<file path="config.mk">
export PLATFORM = sky130hd
export DESIGN_NAME = sm83_alu_bus_sched
export DESIGN_NICKNAME = d
export VERILOG_FILES = /design/src/rtl/sm83_alu_bus_pkg.sv /design/src/rtl/sm83_rr_arbiter.sv /design/src/rtl/sm83_alu_bus_sched.sv
export SDC_FILE = /design/constraint.sdc
export NUM_CORES = 1
export LEC_CHECK = 0
export CAP_MARGIN = 15
export CORE_MARGIN = 1.5
export CORE_UTILIZATION = 24
export CTS_CLUSTER_DIAMETER = 30
export DETAILED_ROUTE_END_ITERATION = 16
export GPL_ROUTABILITY_DRIVEN = 0
export HOLD_SLACK_MARGIN = 0.02
export SYNTH_ARGS = -nofsm -noshare
export SYNTH_HDL_FRONTEND = slang
export SYNTH_SLANG_ARGS = --single-unit
</file>
<file path="constraint.sdc">
create_clock -name clk -period 5.3 [get_ports clk]
set_input_delay 1.06 -clock clk [delete_from_list [all_inputs] [get_ports clk]]
set_output_delay 1.06 -clock clk [all_outputs]
set_load 0.01 [all_outputs]
</file>
<file path="src/rtl/sm83_alu_bus_pkg.sv">
`default_nettype none
// ============================================================================
// Module   : sm83_alu_bus_pkg
// Brief    : Shared types and constants for the precharged ALU bus scheduler.
// Revision : 1.0 - initial release
// ============================================================================
package sm83_alu_bus_pkg;

    localparam int CNT_W = 4;

    typedef enum logic [0:0] {
        PCH  = 1'b0,
        EVAL = 1'b1
    } state_t;

endpackage : sm83_alu_bus_pkg
`default_nettype wire

</file>
<file path="src/rtl/sm83_rr_arbiter.sv">
`default_nettype none
// ============================================================================
// Module   : sm83_rr_arbiter
// Brief    : Combinational round-robin pick starting after the last winner.
// Revision : 1.0 - initial release
// ============================================================================
module sm83_rr_arbiter #(
    parameter int N_REQ = 4,
    parameter int IDX_W = (N_REQ > 1) ? $clog2(N_REQ) : 1
) (
    input  logic [N_REQ-1:0] req,
    input  logic [IDX_W-1:0] last_winner,
    output logic [N_REQ-1:0] winner,
    output logic [IDX_W-1:0] winner_idx
);

    int               w_pos;
    logic [IDX_W-1:0] w_sel;
    logic             w_found;

    // Walk every requester once, starting one past the previous winner.
    always_comb begin
        winner     = '0;
        winner_idx = '0;
        w_found    = 1'b0;
        w_pos      = 0;
        w_sel      = '0;
        for (int off = 1; off <= N_REQ; off++) begin
            w_pos = (int'(last_winner) + off) % N_REQ;
            w_sel = IDX_W'(w_pos);
            if (!w_found && req[w_sel]) begin
                w_found       = 1'b1;
                winner[w_sel] = 1'b1;
                winner_idx    = w_sel;
            end
        end
    end

endmodule : sm83_rr_arbiter
`default_nettype wire

</file>
<file path="src/rtl/sm83_alu_bus_sched.sv">
`default_nettype none
// ============================================================================
// Module   : sm83_alu_bus_sched
// Brief    : Precharge/evaluate scheduler granting one discharger per window.
// Revision : 1.0 - initial release
// ============================================================================
module sm83_alu_bus_sched
    import sm83_alu_bus_pkg::*;
#(
    parameter int N_REQ       = 4,
    parameter int PCH_CYCLES  = 1,
    parameter int EVAL_CYCLES = 1
) (
    input  logic             clk,
    input  logic             reset,
    input  logic [N_REQ-1:0] req,
    output logic             pch_n,
    output logic [N_REQ-1:0] gnt,
    output logic             done,
    output logic             busy
);

    localparam int             IDX_W      = (N_REQ > 1) ? $clog2(N_REQ) : 1;
    localparam logic [CNT_W-1:0] c_PCH_MAX  = CNT_W'(PCH_CYCLES);
    localparam logic [CNT_W-1:0] c_PCH_WARM = CNT_W'(PCH_CYCLES - 1);
    localparam logic [CNT_W-1:0] c_EVAL_MAX = CNT_W'(EVAL_CYCLES);
    localparam logic [IDX_W-1:0] c_LAST_RST = IDX_W'(N_REQ - 1);

    state_t           r_state;
    logic [CNT_W-1:0] r_pch_cnt;
    logic [CNT_W-1:0] r_eval_cnt;
    logic [N_REQ-1:0] r_gnt;
    logic [IDX_W-1:0] r_last;
    logic             r_warm;

    logic [N_REQ-1:0] w_win;
    logic [IDX_W-1:0] w_win_idx;
    logic             w_pch_ok;
    logic             w_done;

    sm83_rr_arbiter #(
        .N_REQ (N_REQ),
        .IDX_W (IDX_W)
    ) u_arb (
        .req         (req),
        .last_winner (r_last),
        .winner      (w_win),
        .winner_idx  (w_win_idx)
    );

    // A cold bus (after reset) needs one extra precharge cycle; once the bus
    // has been evaluated, the done cycle already began its recharge.
    assign w_pch_ok = r_warm ? (r_pch_cnt >= c_PCH_WARM) : (r_pch_cnt == c_PCH_MAX);
    assign w_done   = (r_state == EVAL) && (r_eval_cnt == c_EVAL_MAX);

    always_ff @(posedge clk) begin
        if (reset) begin
            r_state    <= PCH;
            r_pch_cnt  <= '0;
            r_eval_cnt <= '0;
            r_gnt      <= '0;
            r_last     <= c_LAST_RST;
            r_warm     <= 1'b0;
        end else begin
            case (r_state)
                PCH: begin
                    if (w_pch_ok && (|req)) begin
                        r_state    <= EVAL;
                        r_gnt      <= w_win;
                        r_last     <= w_win_idx;
                        r_eval_cnt <= CNT_W'(1);
                        r_warm     <= 1'b1;
                    end else if (r_pch_cnt != c_PCH_MAX) begin
                        r_pch_cnt <= r_pch_cnt + CNT_W'(1);
                    end
                end
                EVAL: begin
                    if (w_done) begin
                        r_state    <= PCH;
                        r_gnt      <= '0;
                        r_pch_cnt  <= '0;
                        r_eval_cnt <= '0;
                    end else begin
                        r_eval_cnt <= r_eval_cnt + CNT_W'(1);
                    end
                end
                default: begin
                    r_state <= PCH;
                    r_gnt   <= '0;
                end
            endcase
        end
    end

    // Every output comes from registered state, so req never reaches them combinationally.
    assign pch_n = (r_state == EVAL);
    assign busy  = (r_state == EVAL);
    assign gnt   = r_gnt;
    assign done  = w_done;

endmodule : sm83_alu_bus_sched
`default_nettype wire

</file>
==> results of run 1 <==
stage by stage:
stage	hold WS [ps]	worst slack (ps)	total power, mW
after CTS	522	2120	0.767
after detailed placement	506	1860	0.675
after global routing	580	1970	0.839
after global placement	501	1920	0.665
final	516	2120	0.760
after floorplan	480	2690	0.565
worst register-to-register path, cell delays in order (launching register included):
cell,delay (ps)
dfxtp_1,680
inv_1,210
ha_1,410
mux4_1,490
nor4b_4,380
or2b_2,210
nor3_1,50
or3b_1,360
synth_stat cells, drive strengths merged (4+ instances only):
library cell,number
a21oi,16
dfxtp,16
nor2,13
ha,12
inv,9
o21ai,9
nand2,7
nor3,6
a222oi,4
clkbuf,4
mux4,4
nand2b,4
final timing paths:
check	from	end	slack, ps	cells after the start
max reg2reg	r_last[0]	r_last[0]	2400	7
max	req[0]	r_last[0]	2120	6
min	r_pch_cnt[3]	r_pch_cnt[3]	520	2
min reg2reg	r_pch_cnt[3]	r_pch_cnt[3]	520	2
report_power, final:
group,switching [mW],internal [mW],leakage [nW]
logic,0.240,0.216,0.378
registers,0.0587,0.155,0.131
clock network,0.0398,0.0504,0.0216
cell families (layout without fill, tap and decap cells):
logic type	Yosys count	count (layout)	synth area share
buffers and inverters	15	24	0.0576
XOR/XNOR	2	2	0.0149
flip-flops	16	16	0.273
adder cells (fa/ha/maj)	12	12	0.128
AO/OA/AOI/OAI	37	37	0.209
AND/OR/NAND/NOR	41	41	0.197
multiplexers	8	8	0.120
sequential cells by signal, indices dropped and copies added (netlist names):
signal	count
r_pch_cnt	4
r_warm	1
r_eval_cnt	4
gnt	4
r_last	2
busy	1
per-layer routing:
layer  GRT usage  share of wire  wire length, µm
met5           0              0                0
met2       0.187           0.52             1260
met3      0.0290          0.033               80
met1       0.114           0.44             1080
met4      0.0126         0.0058               14
cell type report:
| type | count | share of cell area |
|---|---|---|
| clock buffer | 3 | 0.0298 |
| inverter | 9 | 0.0244 |
| timing repair buffer | 12 | 0.0868 |
| tap | 67 | 0.0606 |
| sequential | 16 | 0.231 |
| multi-input combinational | 100 | 0.567 |
==> impl_results.md, run 1 <==
- Initial antenna violation count: 0
- Crit-path max FO: 11
- Worst Path Arrival: 3310 ps
- Top cell family by delay on the critical path: simple AND/OR/NAND/NOR gates
- Mapped Area: 0.00117 mm²
- Total Nets Final: 160
- Minimum clock period: between 3000 and 4000 ps
- Post-route clock skew: roughly 2.7 ps
- Wire length per cell: 11.7 µm
- Status: complete, no violations
- CTS Hold Bufs: 0
- Maximum VDD drop: 0.151 mV
- Total grt overflow: 0
- Clk slew on worst S/H paths: 60 ps
- Die area: 0.00531 mm²
- Share of the synthesized area in the top cell type: 0.273
- Die X: about 73 µm
- Critical path cell sequence: clkdlybuf4s50_1 -> mux4_1 -> nor4b_4 -> or2b_2 -> nor3_1 -> or3b_1
- Maxcap violations: 0
- Share of layout cells above drive strength 1: 0.100
- Global-route wire length before repair: a little over 4000 µm
- DRT iter0 DRCs: 54
- Antenna Nets Post-Route: 0
- Yosys warning total: 0
- Syn-to-layout area delta: 18.0%
- Largest cells by area after synthesis: dfxtp_1, ha_1, a21oi_1, mux4_1, nor2_1
- Vias/cell: 4.73
- Hold crit path type: reg -> reg
- Design area: 0.00138 mm²
- Floorplan core area: 0.00472 mm²
- Setup_tns: 0 ps
- Postcts setup bufs: 0
- CTS Buffer Depth: 2
- Drt first pass iters: 4
- Multi-input logic area: 785 µm²
- H-Tree Depth: 1
- Post-DP HPWL: 1820 µm
- Pin count of the biggest net entering global routing: 15
- Required time of the critical path: about 5400 ps
- Yosys top cell by area: dfxtp_1
- Non-Filler Instances: 207
- Wirelength, routed: 2430 µm
- Startpoint types: input pin
- Max Clk Rate: around 0.31 GHz
- Initial core utilization: 0.248
- DRC Markers: 0
- Rel. slew slack: 0.577
- Pwr Density: 549 mW/mm²
- Placed Cells: just over 200
- Clock latency on the worst-skew pair: roughly 250 ps
- Netlist cell types: 38
- Post-synth EDFFs: 0
- Number of fillers in the final layout: 516
- Main flop type after synthesis: dfxtp_1
- Num CTS Buffers: 3
- GRT Util Overall: 0.0994
- PostCTS Resize Cnt: 0
- IO buf count: 12
- # setup viols final: 0
- Final period util: 0.599
- Die H: around 73 µm
- Gate Count Post-Synth: 131
- Sequential cell area fraction in the yosys report: 0.273
- Unrepaired setup endpoints after global routing: no
- Rows: 25
- Clk Tree Root Cell: clkbuf_8
- Crit path buf inv count: 1
- TritonCTS Sinks: 16
- Number of global-route vias before repair: 953
- Ant diodes: 0
- Average cell area after synthesis: 8.95 µm²
- Ys async rst share: 0
- Most frequent cells in the layout: a21oi_1, dfxtp_1, nor2_1
- FF+latch count, synth: 16
- Total number of vias: 980
- Leak: 0.530 nW
- CTS tree: built
- CP endpoint kind: flop
- Dpl cell area: 0.00134 mm²
- Seq. cell area: 320 µm²
- Slew @ Worst Pin: 629 ps
- Critical Path Max Stage Delay: 740 ps
- CP Class: in -> reg
- Fin. Hold Viols: 0
- Ports: 13
- Finished Core Util: 0.293
- Max Slew Vio Count: 0
- CP max-delay cell: mux4_1
- Post-Syn Nets: around 150
Note: power is estimated with default switching activity, not from simulation.
==> inputs of run 2 (changes only) <==
==> constraint.sdc (replaced) <==
create_clock -name clk -period 3.09 [get_ports clk]
set_input_delay 0.618 -clock clk [delete_from_list [all_inputs] [get_ports clk]]
set_output_delay 0.618 -clock clk [all_outputs]
set_load 0.01 [all_outputs]
==> run 2 against run 1 <==
Critical endpoint is now done. Wire length is 5.4% lower. Via count shrank 0.82%. Sequential share of layout area fell by 0.83 points. Worst hold slack gained 8.0 ps. Clock power increased by 110%. Register-to-register slack got worse by 1800 ps. Critical path depth is 3 lower. Sequential power grew 55%. Setup slack lost 1600 ps.
==> impl_results.md, run 2 (synthesized netlist as in run 1, its figures left out) <==
- DRT iter0 DRCs: 51 (-5.6%)
- Post-route clock skew: 2.14 ps (-0.546 ps)
- Maximum VDD drop: 0.207 mV (+37%)
- IO buf count: 12 (unchanged)
- Status: complete, no violations
- Ports: 13 (unchanged)
- Ant diodes: 0 (unchanged)
- Worst Path Arrival: 1970 ps (-1340 ps)
- Floorplan core area: 0.00472 mm² (unchanged)
- CP max-delay cell: clkdlybuf4s50_1
- Number of global-route vias before repair: 948 (-0.52%)
- PostCTS Resize Cnt: 0 (unchanged)
- Initial core utilization: 0.248 (unchanged)
- Antenna Nets Post-Route: 0 (unchanged)
- Required time of the critical path: 2470 ps (-2960 ps)
- Total number of vias: 972 (-0.82%)
- Clock latency on the worst-skew pair: 250 ps (about the same)
- Num CTS Buffers: 3 (unchanged)
- Critical path cell sequence: ha_1 -> nor4bb_1 -> clkdlybuf4s50_1
- Die X: 72.9 µm (unchanged)
- Pin count of the biggest net entering global routing: 15 (unchanged)
- Total Nets Final: 165 (+3.1%)
- Slew @ Worst Pin: 610 ps (-19.4 ps)
- Wire length per cell: 10.8 µm (-8.1%)
- Crit path buf inv count: 1 (unchanged)
- Share of layout cells above drive strength 1: 0.137 (+0.0370)
- Vias/cell: 4.56 (-3.6%)
- Critical Path Max Stage Delay: 640 ps (-100 ps)
- TritonCTS Sinks: 16 (unchanged)
- Leak: 0.561 nW (+6.0%)
- Die area: 0.00531 mm² (unchanged)
- Post-DP HPWL: 1770 µm (-2.8%)
- Drt first pass iters: 4 (unchanged)
- Setup_tns: 0 ps (unchanged)
- Wirelength, routed: 2300 µm (-5.4%)
- H-Tree Depth: 1 (unchanged)
- Syn-to-layout area delta: 22.4%
- GRT Util Overall: 0.103 (+0.00347)
- CP Class: reg -> out
- Clk Tree Root Cell: clkbuf_8
- Max Slew Vio Count: 0 (unchanged)
- Fin. Hold Viols: 0 (unchanged)
- Max Clk Rate: 0.386 GHz
- Postcts setup bufs: 0 (unchanged)
- Global-route wire length before repair: 4310 µm (+4.5%)
- Startpoint types: flop
- Dpl cell area: 0.00138 mm² (+2.8%)
- Pwr Density: 960 mW/mm² (+75%)
- CTS tree: built
- CP endpoint kind: primary output
- CTS Buffer Depth: 2 (unchanged)
- Post-route setup slack: 499 ps (-1620 ps)
- DRC Markers: 0 (unchanged)
- Total grt overflow: 0 (unchanged)
- Top cell family by delay on the critical path: buffers and inverters
- Worst Hold Slack: 524 ps (+7.99 ps)
- Initial antenna violation count: 0 (unchanged)
- Final period util: 0.838
- Maxcap violations: 0 (unchanged)
- Minimum clock period: 2590 ps
- Rows: 25 (unchanged)
- Unrepaired setup endpoints after global routing: no
- Design area: 0.00144 mm² (+3.7%)
- Die H: 72.9 µm (unchanged)
- Rel. slew slack: 0.590 (+0.0130)
- Clk slew on worst S/H paths: 60 ps (about the same)
- Placement Setup Slack: 313 ps (-1550 ps)
- Hold crit path type: reg -> reg
- # setup viols final: 0 (unchanged)
- CTS Hold Bufs: 0 (unchanged)
- Crit-path max FO: 5 (-6)
- Most frequent cells in the layout: a21oi_1, dfxtp_1, nor2_1
## run 2: cell count changes in the layout (fill, tap and decap cells not counted), sizes merged
cell	previous run	this run
buf	0	5
clkbuf	3	4
## run 2: through the flow
step / utilization / cells / total power [mW]
4_1_cts: 0.304 / 213 / 1.39
6_report: 0.304 / 213 / 1.38
3_5_place_dp: 0.292 / 209 / 1.20
5_1_grt: 0.304 / 213 / 1.51
3_3_place_gp: 0.292 / 209 / 1.19
2_1_floorplan: - / 131 / 0.969
## run 2: layout make-up
type                            count  area (µm²)
Clock buffer                        4        55.1
Fill cell                         493        3290
Sequential cell                    16         320
Tap cell                           67        83.8
Inverter                            9        33.8
Timing Repair Buffer               17         158
Multi-Input combinational cell    100         785
## run 2: report_power, final
group          switching (mW)  total [mW]  internal, mW  leakage, nW
logic                   0.443       0.856         0.413        0.402
registers              0.0655       0.332         0.267        0.131
clock network          0.0755       0.189         0.113       0.0288
total                   0.584        1.38         0.793        0.561
## run 2: final timing paths
kind	from	endpoint	slack (ps)	depth (start not counted)
worst max-delay path	r_eval_cnt[0]	done	500	3
worst min-delay path	r_pch_cnt[3]	r_pch_cnt[3]	520	2
worst max register to register	r_last[1]	r_last[1]	650	7
worst min register to register	r_pch_cnt[3]	r_pch_cnt[3]	520	2
## run 2: worst min-delay path, cell delays in order, from the launching register on
cell and delay (ps):
dfxtp_1 350, xor2_1 70, nor2_1 70
## run 2: metal layers
metal	global-route usage	vias up	part of all wire
met5	0	-	0
met4	0.0252	0	0.0091
met3	0.0249	2	0.027
met2	0.177	9	0.49
met1	0.129	450	0.47
li1	-	511	-
